$ cat src/rtl/fp_add_pipe.sv
// fp_add_pipe: pipelined IEEE-754 adder/subtractor with valid/ready handshake
module fp_add_pipe #(
  parameter int EXP_W = 8,
  parameter int MAN_W = 23,
  parameter int TAG_W = 4,
  localparam int FP_W = 1 + EXP_W + MAN_W
) (
  input  logic             clk,
  input  logic             rst,
  input  logic             in_valid,
  output logic             in_ready,
  input  logic [FP_W-1:0]  in_a,
  input  logic [FP_W-1:0]  in_b,
  input  logic             in_sub,
  input  logic [2:0]       in_rmode,
  input  logic [TAG_W-1:0] in_tag,
  output logic             out_valid,
  input  logic             out_ready,
  output logic [FP_W-1:0]  out_result,
  output logic [TAG_W-1:0] out_tag,
  output logic [4:0]       out_flags
);
  localparam int M = MAN_W + 4;
  localparam int SW = $clog2(M + 1);
  localparam int EW = EXP_W + 1;
  localparam logic [FP_W-1:0] QNAN = {1'b0, {EXP_W{1'b1}}, 1'b1, {(MAN_W-1){1'b0}}};

  typedef struct packed {
    logic             spec;
    logic             inv;
    logic [FP_W-1:0]  sres;
    logic             sign;
    logic             sub;
    logic [2:0]       rm;
    logic [TAG_W-1:0] tag;
  } side_t;

  logic             r0_valid, r1_valid, r2_valid, r3_valid, r4_valid;
  logic [FP_W-1:0]  r0_a, r0_b;
  logic             r0_sub;
  logic [2:0]       r0_rm;
  logic [TAG_W-1:0] r0_tag;
  side_t            r1_sd, r2_sd, r3_sd;
  logic [EXP_W-1:0] r1_exp, r2_exp;
  logic [M-1:0]     r1_ma, r1_mb, r3_man;
  logic [M:0]       r2_sum;
  logic [EW-1:0]    r3_exp;
  logic [FP_W-1:0]  r4_res;
  logic [TAG_W-1:0] r4_tag;
  logic [4:0]       r4_flags;

  logic w_adv;
  assign w_adv = !r4_valid || out_ready;
  assign in_ready = w_adv;
  assign out_valid = r4_valid;
  assign out_result = r4_res;
  assign out_tag = r4_tag;
  assign out_flags = r4_flags;

  logic             w_a_sgn, w_b_sgn, w_a_nan, w_b_nan, w_a_inf, w_b_inf, w_a_snan, w_b_snan;
  logic             w_swap, w_nan, w_ii;
  logic [EXP_W-1:0] w_a_exp, w_b_exp, w_big_exp, w_sml_exp, w_big_eff, w_sml_eff, w_diff;
  logic [MAN_W-1:0] w_a_frc, w_b_frc;
  logic [FP_W-1:0]  w_big, w_sml;
  logic [SW-1:0]    w_sh;
  logic [M-1:0]     w_ma, w_mb, w_sml_m;
  logic [2*M-1:0]   w_ext;
  side_t            w_sd1;

  assign w_a_sgn = r0_a[FP_W-1];
  assign w_b_sgn = r0_b[FP_W-1] ^ r0_sub;
  assign w_a_exp = r0_a[FP_W-2:MAN_W];
  assign w_b_exp = r0_b[FP_W-2:MAN_W];
  assign w_a_frc = r0_a[MAN_W-1:0];
  assign w_b_frc = r0_b[MAN_W-1:0];
  assign w_a_nan = (&w_a_exp) & (|w_a_frc);
  assign w_b_nan = (&w_b_exp) & (|w_b_frc);
  assign w_a_inf = (&w_a_exp) & ~(|w_a_frc);
  assign w_b_inf = (&w_b_exp) & ~(|w_b_frc);
  assign w_a_snan = w_a_nan & ~w_a_frc[MAN_W-1];
  assign w_b_snan = w_b_nan & ~w_b_frc[MAN_W-1];
  assign w_nan = w_a_nan | w_b_nan;
  assign w_ii = w_a_inf & w_b_inf & (w_a_sgn ^ w_b_sgn);
  // magnitude order of the raw exp|fraction fields matches numeric order
  assign w_swap = r0_b[FP_W-2:0] > r0_a[FP_W-2:0];
  assign w_big = w_swap ? {w_b_sgn, r0_b[FP_W-2:0]} : {w_a_sgn, r0_a[FP_W-2:0]};
  assign w_sml = w_swap ? {w_a_sgn, r0_a[FP_W-2:0]} : {w_b_sgn, r0_b[FP_W-2:0]};
  assign w_big_exp = w_big[FP_W-2:MAN_W];
  assign w_sml_exp = w_sml[FP_W-2:MAN_W];
  assign w_big_eff = (w_big_exp == '0) ? EXP_W'(1) : w_big_exp;
  assign w_sml_eff = (w_sml_exp == '0) ? EXP_W'(1) : w_sml_exp;
  assign w_diff = w_big_eff - w_sml_eff;
  assign w_sh = (32'(w_diff) > MAN_W + 3) ? SW'(MAN_W + 3) : SW'(w_diff);
  assign w_ma = {|w_big_exp, w_big[MAN_W-1:0], 3'b000};
  assign w_sml_m = {|w_sml_exp, w_sml[MAN_W-1:0], 3'b000};
  assign w_ext = {w_sml_m, {M{1'b0}}} >> w_sh;
  assign w_mb = w_ext[2*M-1:M] | {{(M-1){1'b0}}, |w_ext[M-1:0]};
  assign w_sd1 = '{
    spec: w_nan | w_a_inf | w_b_inf,
    inv:  w_a_snan | w_b_snan | w_ii,
    sres: (w_nan | w_ii) ? QNAN : w_a_inf ? {w_a_sgn, r0_a[FP_W-2:0]} : {w_b_sgn, r0_b[FP_W-2:0]},
    sign: w_big[FP_W-1],
    sub:  w_a_sgn ^ w_b_sgn,
    rm:   r0_rm,
    tag:  r0_tag
  };

  logic [M:0] w_sum;
  assign w_sum = r1_sd.sub ? {1'b0, r1_ma} - {1'b0, r1_mb} : {1'b0, r1_ma} + {1'b0, r1_mb};

  logic [SW-1:0]    w_lz, w_nsh;
  logic [EXP_W-1:0] w_em1;
  logic [M-1:0]     w_nman;
  logic [EW-1:0]    w_nexp;
  always_comb begin
    w_lz = SW'(M);
    for (int i = 0; i < M; i++) if (r2_sum[i]) w_lz = SW'(M - 1 - i);
  end
  assign w_em1 = r2_exp - EXP_W'(1);
  assign w_nsh = (32'(w_lz) < 32'(w_em1)) ? w_lz : SW'(w_em1);
  assign w_nman = r2_sum[M] ? {r2_sum[M:2], r2_sum[1] | r2_sum[0]} : r2_sum[M-1:0] << w_nsh;
  assign w_nexp = r2_sum[M] ? {1'b0, r2_exp} + EW'(1) : {1'b0, r2_exp} - EW'(w_nsh);

  logic             w_g, w_r, w_s, w_grs, w_sg, w_inc, w_ovf, w_inx, w_inf, w_zero, w_zsg;
  logic [2:0]       w_rm;
  logic [MAN_W+1:0] w_rnd;
  logic [EW-1:0]    w_rexp;
  logic [FP_W-1:0]  w_ores, w_res;
  logic [4:0]       w_flg;
  assign w_g = r3_man[2];
  assign w_r = r3_man[1];
  assign w_s = r3_man[0];
  assign w_grs = w_g | w_r | w_s;
  assign w_rm = r3_sd.rm;
  assign w_sg = r3_sd.sign;
  assign w_inc = (w_rm == 3'd1) ? 1'b0 :
                 (w_rm == 3'd2) ? w_grs & w_sg :
                 (w_rm == 3'd3) ? w_grs & ~w_sg :
                 (w_rm == 3'd4) ? w_g : w_g & (w_r | w_s | r3_man[3]);
  assign w_rnd = {1'b0, r3_man[M-1:3]} + (MAN_W+2)'(w_inc);
  // a tiny value that rounds up into the hidden bit becomes the smallest normal
  assign w_rexp = w_rnd[MAN_W+1] ? r3_exp + EW'(1) : w_rnd[MAN_W] ? r3_exp : '0;
  assign w_ovf = w_rexp >= EW'({EXP_W{1'b1}});
  assign w_inx = w_grs | w_ovf;
  assign w_inf = (w_rm == 3'd0) | (w_rm == 3'd4) | ((w_rm == 3'd3) & ~w_sg) | ((w_rm == 3'd2) & w_sg);
  assign w_ores = w_inf ? {w_sg, {EXP_W{1'b1}}, {MAN_W{1'b0}}} : {w_sg, {(EXP_W-1){1'b1}}, 1'b0, {MAN_W{1'b1}}};
  assign w_zero = ~|r3_man;
  assign w_zsg = (w_zero & r3_sd.sub) ? (w_rm == 3'd2) : w_sg;
  assign w_res = r3_sd.spec ? r3_sd.sres : w_ovf ? w_ores : {w_zsg, w_rexp[EXP_W-1:0], w_rnd[MAN_W-1:0]};
  assign w_flg = r3_sd.spec ? {r3_sd.inv, 4'b0000} : {1'b0, w_ovf, ~r3_man[M-1] & w_inx, w_inx, w_zero};

  always_ff @(posedge clk) begin
    if (rst) begin
      r0_valid <= 1'b0;
      r1_valid <= 1'b0;
      r2_valid <= 1'b0;
      r3_valid <= 1'b0;
      r4_valid <= 1'b0;
      r4_res <= '0;
      r4_tag <= '0;
      r4_flags <= '0;
    end else if (w_adv) begin
      r0_valid <= in_valid;
      r0_a <= in_a;
      r0_b <= in_b;
      r0_sub <= in_sub;
      r0_rm <= (in_rmode > 3'd4) ? 3'd0 : in_rmode;
      r0_tag <= in_tag;
      r1_valid <= r0_valid;
      r1_sd <= w_sd1;
      r1_exp <= w_big_eff;
      r1_ma <= w_ma;
      r1_mb <= w_mb;
      r2_valid <= r1_valid;
      r2_sd <= r1_sd;
      r2_exp <= r1_exp;
      r2_sum <= w_sum;
      r3_valid <= r2_valid;
      r3_sd <= r2_sd;
      r3_exp <= w_nexp;
      r3_man <= w_nman;
      r4_valid <= r3_valid;
      r4_res <= w_res;
      r4_tag <= r3_sd.tag;
      r4_flags <= w_flg;
    end
  end
endmodule
$ cat config.mk
export PLATFORM = sky130hd
export DESIGN_NAME = fp_add_pipe
export DESIGN_NICKNAME = d
export VERILOG_FILES = /design/src/rtl/fp_add_pipe.sv
export SDC_FILE = /design/constraint.sdc
export NUM_CORES = 1
export LEC_CHECK = 0
export CORE_MARGIN = 2
export CORE_UTILIZATION = 55
export CTS_CLUSTER_DIAMETER = 30
export DETAILED_ROUTE_END_ITERATION = 7
export HOLD_SLACK_MARGIN = 0.06
export PLACE_DENSITY = 0.76
export SKIP_CTS_REPAIR_TIMING = 1
export SLEW_MARGIN = 20
export SYNTH_ARGS = -nofsm -noshare
export SYNTH_HDL_FRONTEND = slang
export SYNTH_SLANG_ARGS = --single-unit
$ cat constraint.sdc
create_clock -name clk -period 17.6 [get_ports clk]
set_input_delay 1.76 -clock clk [delete_from_list [all_inputs] [get_ports clk]]
set_output_delay 1.76 -clock clk [all_outputs]
set_load 0.03 [all_outputs]
# Yosys cells after proc, flatten, opt, wreduce, memory -nomap -nowiden
# Index checks and enable logic that the tools add are counted.
# word_totals
regBits	378
inputBits	76
out_inout_bits	43
# op_classes
reduce_logical	15
bitwise	40
eq_ne	4
n_shift	2
n_mux	48
n_addsub	8
magnitude_cmp	5
# ops
operator	count
2-to-1 mux 5 bit	29
2-to-1 mux 32 bit	4
OR reduction 27 bit	2
right shift 54 x 5 -> 54 bit	1
OR reduction 23 bit	2
greater-than comparator 31 bit	1
2-to-1 mux 31 bit	1
adder 27 x 27 -> 28 bit	1
2-to-1 mux 28 bit	1
subtractor 27 x 27 -> 28 bit	1
2-to-1 mux 9 bit	3
bitwise OR 27 x 1 -> 27 bit	1
<< shifter 27 x 5 -> 27 bit	1
2-to-1 mux 26 bit	1
adder 24 x 1 -> 25 bit	1
2-to-1 mux 24 bit	1
logical NOT 8 bit	2
2-to-1 mux 8 bit	2
AND reduction 8 bit	2
OR reduction 8 bit	2
AND 1 bit	15
bitwise OR 1 bit	15
adder 8 x 1 -> 9 bit, second input constant	1
adder 9 x 1 -> 9 bit, second input constant	1
17 further kinds	31

# Logic depth before layout (Yosys ltp)
# logic_depth
word_depth	31
mapped_depth	36
mapped_depth_nobuf	30

# Worst setup path before layout
# Ideal clock, no wire load.
# synth_timing
path_type	in2reg
startpoint	input port out_ready
endpoint	register r4_res[20] (netlist: out_result[20])
path_slack_ps	410
cell_stages	4
n_path_buf	0
setup_ps	60
arrival_time_ps	17130
required_ps	17540
cell_sequence	nor2b_1 > nor2_1 > o31a_1 > a22o_1
# synth_between
elab_chain_cells	1
# synth_rtl
item	line	source
start, declared	18	input logic out_ready,
logical OR 1 bit	53	assign w_adv = !r4_valid || out_ready;
end signal, assigned	183	r4_res <= w_res;
end, declared	48	logic [FP_W-1:0] r4_res;
# Every way passes these cells.
# A chain may end at the register's enable or synchronous reset.

# Worst setup path after layout
# layout_timing
startpoint	register r0_b[28]
endpoint	register r1_mb[0] (data pin)
# layout_between
elab_chain_cells	10
# layout_rtl
item	line	source
start, declared	39	logic [FP_W-1:0] r0_a, r0_b;
start signal, assigned	165	r0_b <= in_b;
greater-than comparator 31 bit	85	assign w_swap = r0_b[FP_W-2:0] > r0_a[FP_W-2:0];
2-to-1 mux 32 bit (*)	86	assign w_big = w_swap ? {w_b_sgn, r0_b[FP_W-2:0]} : {w_a_sgn, r0_a[FP_W-2:0]};
logical NOT 8 bit	90	assign w_big_eff = (w_big_exp == '0) ? EXP_W'(1) : w_big_exp;
2-to-1 mux 8 bit (*)	90	
via w_big_eff[1]	62	logic [EXP_W-1:0] w_a_exp, w_b_exp, w_big_exp, w_sml_exp, w_big_eff, w_sml_eff, w_diff;
subtractor 8 bit (*)	92	assign w_diff = w_big_eff - w_sml_eff;
greater-than comparator 8 x 5 -> 1 bit	93	assign w_sh = (32'(w_diff) > MAN_W + 3) ? SW'(MAN_W + 3) : SW'(w_diff);
2-to-1 mux 5 bit (*)	93	
right shift 54 x 5 -> 54 bit (*)	96	assign w_ext = {w_sml_m, {M{1'b0}}} >> w_sh;
OR reduction 27 bit	97	assign w_mb = w_ext[2*M-1:M] | {{(M-1){1'b0}}, |w_ext[M-1:0]};
bitwise OR 27 x 1 -> 27 bit (*)	97	
via w_mb[0]	66	logic [M-1:0] w_ma, w_mb, w_sml_m;
end signal, assigned	173	r1_mb <= w_mb;
end, declared	45	logic [M-1:0] r1_ma, r1_mb, r3_man;
# The timed path passes the listed nets; every way through them passes the cells marked *.

==> results by group <==
Worst setup path
  – Crit path launch: r0_b[28]
  – Crit path capture: r1_mb[0]
  – Critical path peak fanout: 22
  – R2R Setup Slk: 8.88 ns
  – Crit Path Class: flip-flop to flip-flop
  – Critical Path Start Type: flip-flop
  – Worst Path Required: 17.94 ns
  – Setup crit end kind: flip-flop
  – Critical Path AT: between 9 and 10 ns
  – Worst Reg2Reg Path Length in Cells: 26
  – R2R Path End: r1_mb[0]
  – Worst R2R Start: r0_b[28]

Pwr
  – Pwr Density: ~130 nW/um^2
  – Peak VDD IR: about 0.000074 V
  – Leak: 10.1 nW
  – Combinational share of power: between 20% and 30%
  – Flop pwr share: 35.0%
  – Final Total Pwr: 3.47 mW
  – Clk pwr share: 38.9%
  – Psw: 1.13 mW
  – Internal Power: 2.35 mW
  – Switching Share: 32.4%

Clocking
  – Root buffer cell: clkbuf_16
  – Clock Pin Slew Worst Setup and Hold Paths: 0.05 ns
  – Htree depth: 3
  – CTS Sinks: 378
  – CTS max path bufs: 3
  – Clk_lat worst skew: 0.60 ns
  – CTS tree: done
  – Cts bufs inserted: 71

Logic synthesis
  – Netlist Area Pre-Place: roughly 22000 um^2
  – Dominant cells by area after synthesis: edfxtp_1, ha_1, mux2i_1, dfxtp_1, a21oi_1
  – Mapped Nets: roughly 2.2k
  – Asr flop ratio synth: 0%
  – Yosys reg bits: 378
  – Share of the synthesized area in the top cell type: a little under half
  – Main flop type after synthesis: edfxtp_1
  – Seq/Total Area, Yosys: about 50%
  – YS warnings: 0
  – Netlist cell types: 92
  – Cell taking the most area after synthesis: edfxtp_1
  – Post-Syn Area per Cell: 10.6 um^2
  – Commonest cells in the netlist: edfxtp_1, nor2_1, nand2_1
  – Number of flops mapped to enable cells by yosys: 332
  – Mapped Cells: 2052
  – Count leader, synth: edfxtp_1

Die
  – Die Ht: between 200 and 250 um
  – I/O pin cnt: 119
  – Die X-Extent: 203 um
  – Area of the die: 41100 um^2
  – CORE AREA: between 30000 and 40000 um^2
  – Starting Density: ~56%
  – Rows: 72

Run
  – Number of max-cap violations: 0

Detailed routing
  – DRT Wirelength: 59400 um
  – WL/cell: 21.7 um
  – Antenna viol nets, final: 0
  – DRT iter0 DRCs: 1513
  – Drt first pass iters: 8
  – DRC: 0
  – DR vias: 16.8k
  – Post-DR vias/cell: between 6 and 7

STA
  – Final WS setup: 8.88 ns
  – Max frequency: around 110 MHz
  – RSZ-0062 raised after global routing: false
  – Post-route setup TNS: 0 ns
  – Final period util: 49.5%
  – Fin Clk Skew: approximately 0.038 ns
  – Worst slew pin tran: around 1.1 ns
  – Final Hold Slack: about 0.41 ns
  – Tmin final: 8.72 ns
  – Relative slew slack: around 28%
  – Pins Over Slew Limit: 0
  – Final setup fails: 0
  – Final hold viol count: 0

Global route
  – Via count of the first global-routing pass: 16.1k
  – Total track usage: 28.8%
  – Largest net degree at the start of global routing: 179
  – First-pass GRT wire length: 91300 um
  – Antenna violations before repair: 0
  – Global route total overflow: 0

Placed design
  – HPWL after detailed placement: 43200 um
  – Number of port buffers: 118
  – Place WS: 9.05 ns
  – Final GP Congestion: ~0.95

Finish
  – Layout cells sized above 1: 9.66%
  – Layout area overhead: 18.5%
  – Nets: 2347
  – Number of diodes: 0

Outcome
  – Outcome: complete, no violations

Worst hold path
  – WHS Path Cells: 0
  – Hold crit path type: flip-flop to flip-flop
[cell type report]
| cell class | instances | area [um^2] |
|---|---|---|
| fillers | 2943 | 13100 |
| flip-flops and latches | 378 | 10900 |
| multi-input cells | 1457 | 10000 |
| clock buffers | 80 | 1840 |
| repair buffers | 136 | 1330 |
| well taps | 518 | 648 |
| clock inverters | 46 | 582 |
| inverters | 119 | 447 |
[registers in the layout, summed over array words and instances (netlist names), 3 cells and up]
| signal | flops |
|---|---|
| r2_sd | 43 |
| out_flags | 5 |
| r1_mb | 27 |
| r3_exp | 9 |
| r0_b | 32 |
| w_rm | 3 |
| r3_man | 27 |
| r3_sd | 39 |
| out_tag | 4 |
| r2_exp | 8 |
| r2_sum | 28 |
| r0_tag | 4 |
| out_result | 32 |
| r1_exp | 8 |
| r0_a | 32 |
| r0_rm | 3 |
| r1_ma | 24 |
| r1_sd | 43 |
[metal layers]
layer / track usage, % / vias up / routed length [um]
met2: 48.3 / 706 / 28800
met3: 4.25 / 150 / 3950
met1: 36.6 / 8080 / 23800
li1: - / 7913 / -
met4: 14.4 / 0 / 2840
met5: 0 / - / 0
[power by group through the flow]
stage,clock network [mW],logic [mW],registers [mW]
6_report,1.35,0.905,1.22
3_5_place_dp,0,0.888,1.23
4_1_cts,1.37,0.895,1.21
5_1_grt,1.41,0.982,1.23
3_3_place_gp,0,0.881,1.22
2_1_floorplan,0,0.639,1.21
[cells in the final DEF (no fill, tap or decap), drive strengths merged, types with 17 or more instances in the layout]
master	count
buf	18
nor3	49
nand2b	23
nor4	37
clkdlybuf4s50	118
o21ai	108
and2	34
inv	128
a21oi	140
o22ai	29
edfxtp	332
nand4	20
clkbuf	80
a22o	20
nor2b	24
a211oi	56
xnor2	40
ha	105
nand3	30
mux2	40
mux2i	117
clkinv	25
and3	17
xor2	23
dfxtp	46
nand2	155
nor2	180
[through the flow]
| step | instances | util [%] | area, um^2 |
|---|---|---|---|
| after floorplan | 2052 | - | 21700 |
| after global placement | 2608 | 60.1 | 23300 |
| after detailed placement | 2608 | 60.1 | 23300 |
| after CTS | 2734 | 66.4 | 25800 |
| after global routing | 2734 | 66.4 | 25800 |
| final | 2734 | 66.4 | 25800 |
[critical path: stages (launching register included)]
cell and delay, ns:
edfxtp_1 0.48, ha_1 0.34, a21o_1 0.16, a21o_1 0.17
a221oi_1 0.55, nand3_1 0.26, o21ai_4 0.20, inv_1 0.30
o21ai_0 0.80, nor4b_1 0.18, nor2b_1 0.20, ha_1 0.19
inv_1 0.06, fa_1 0.40, xnor2_1 0.49, o21ai_0 0.31
a32oi_4 0.37, o211ai_4 0.34, and2b_1 0.76, a22o_1 0.25
a211oi_1 0.10, o22a_1 0.28, o221ai_1 0.10, or4b_1 0.48
nor4_1 0.28, a31oi_1 0.12, a221o_1 0.28
[cells by family (layout without fill, tap and decap cells)]
family	Yosys count	after routing	synth area share [%]
and+or+nand+nor	632	632	14.4
AOI/OAI and AO/OA	496	496	15.0
DFF	378	378	50.1
buffers and inverters	217	381	4.08
muxes	157	157	7.49
adders and majority gates	109	109	6.36
xor gates and xnor gates	63	63	2.54
[how the worst min path moves through the flow]
stage,endpoint,from
detailed placement,r2_sd[22],r1_sd[22]
CTS,r3_sd[29],r2_sd[29]
global placement,r3_sd[1],r2_sd[1]
global route,r2_sd[38],r1_sd[38]
finish,r3_sd[29],r2_sd[29]
floorplan,r1_sd[0],r0_tag[0]
Power figures use the tool's default switching activity.
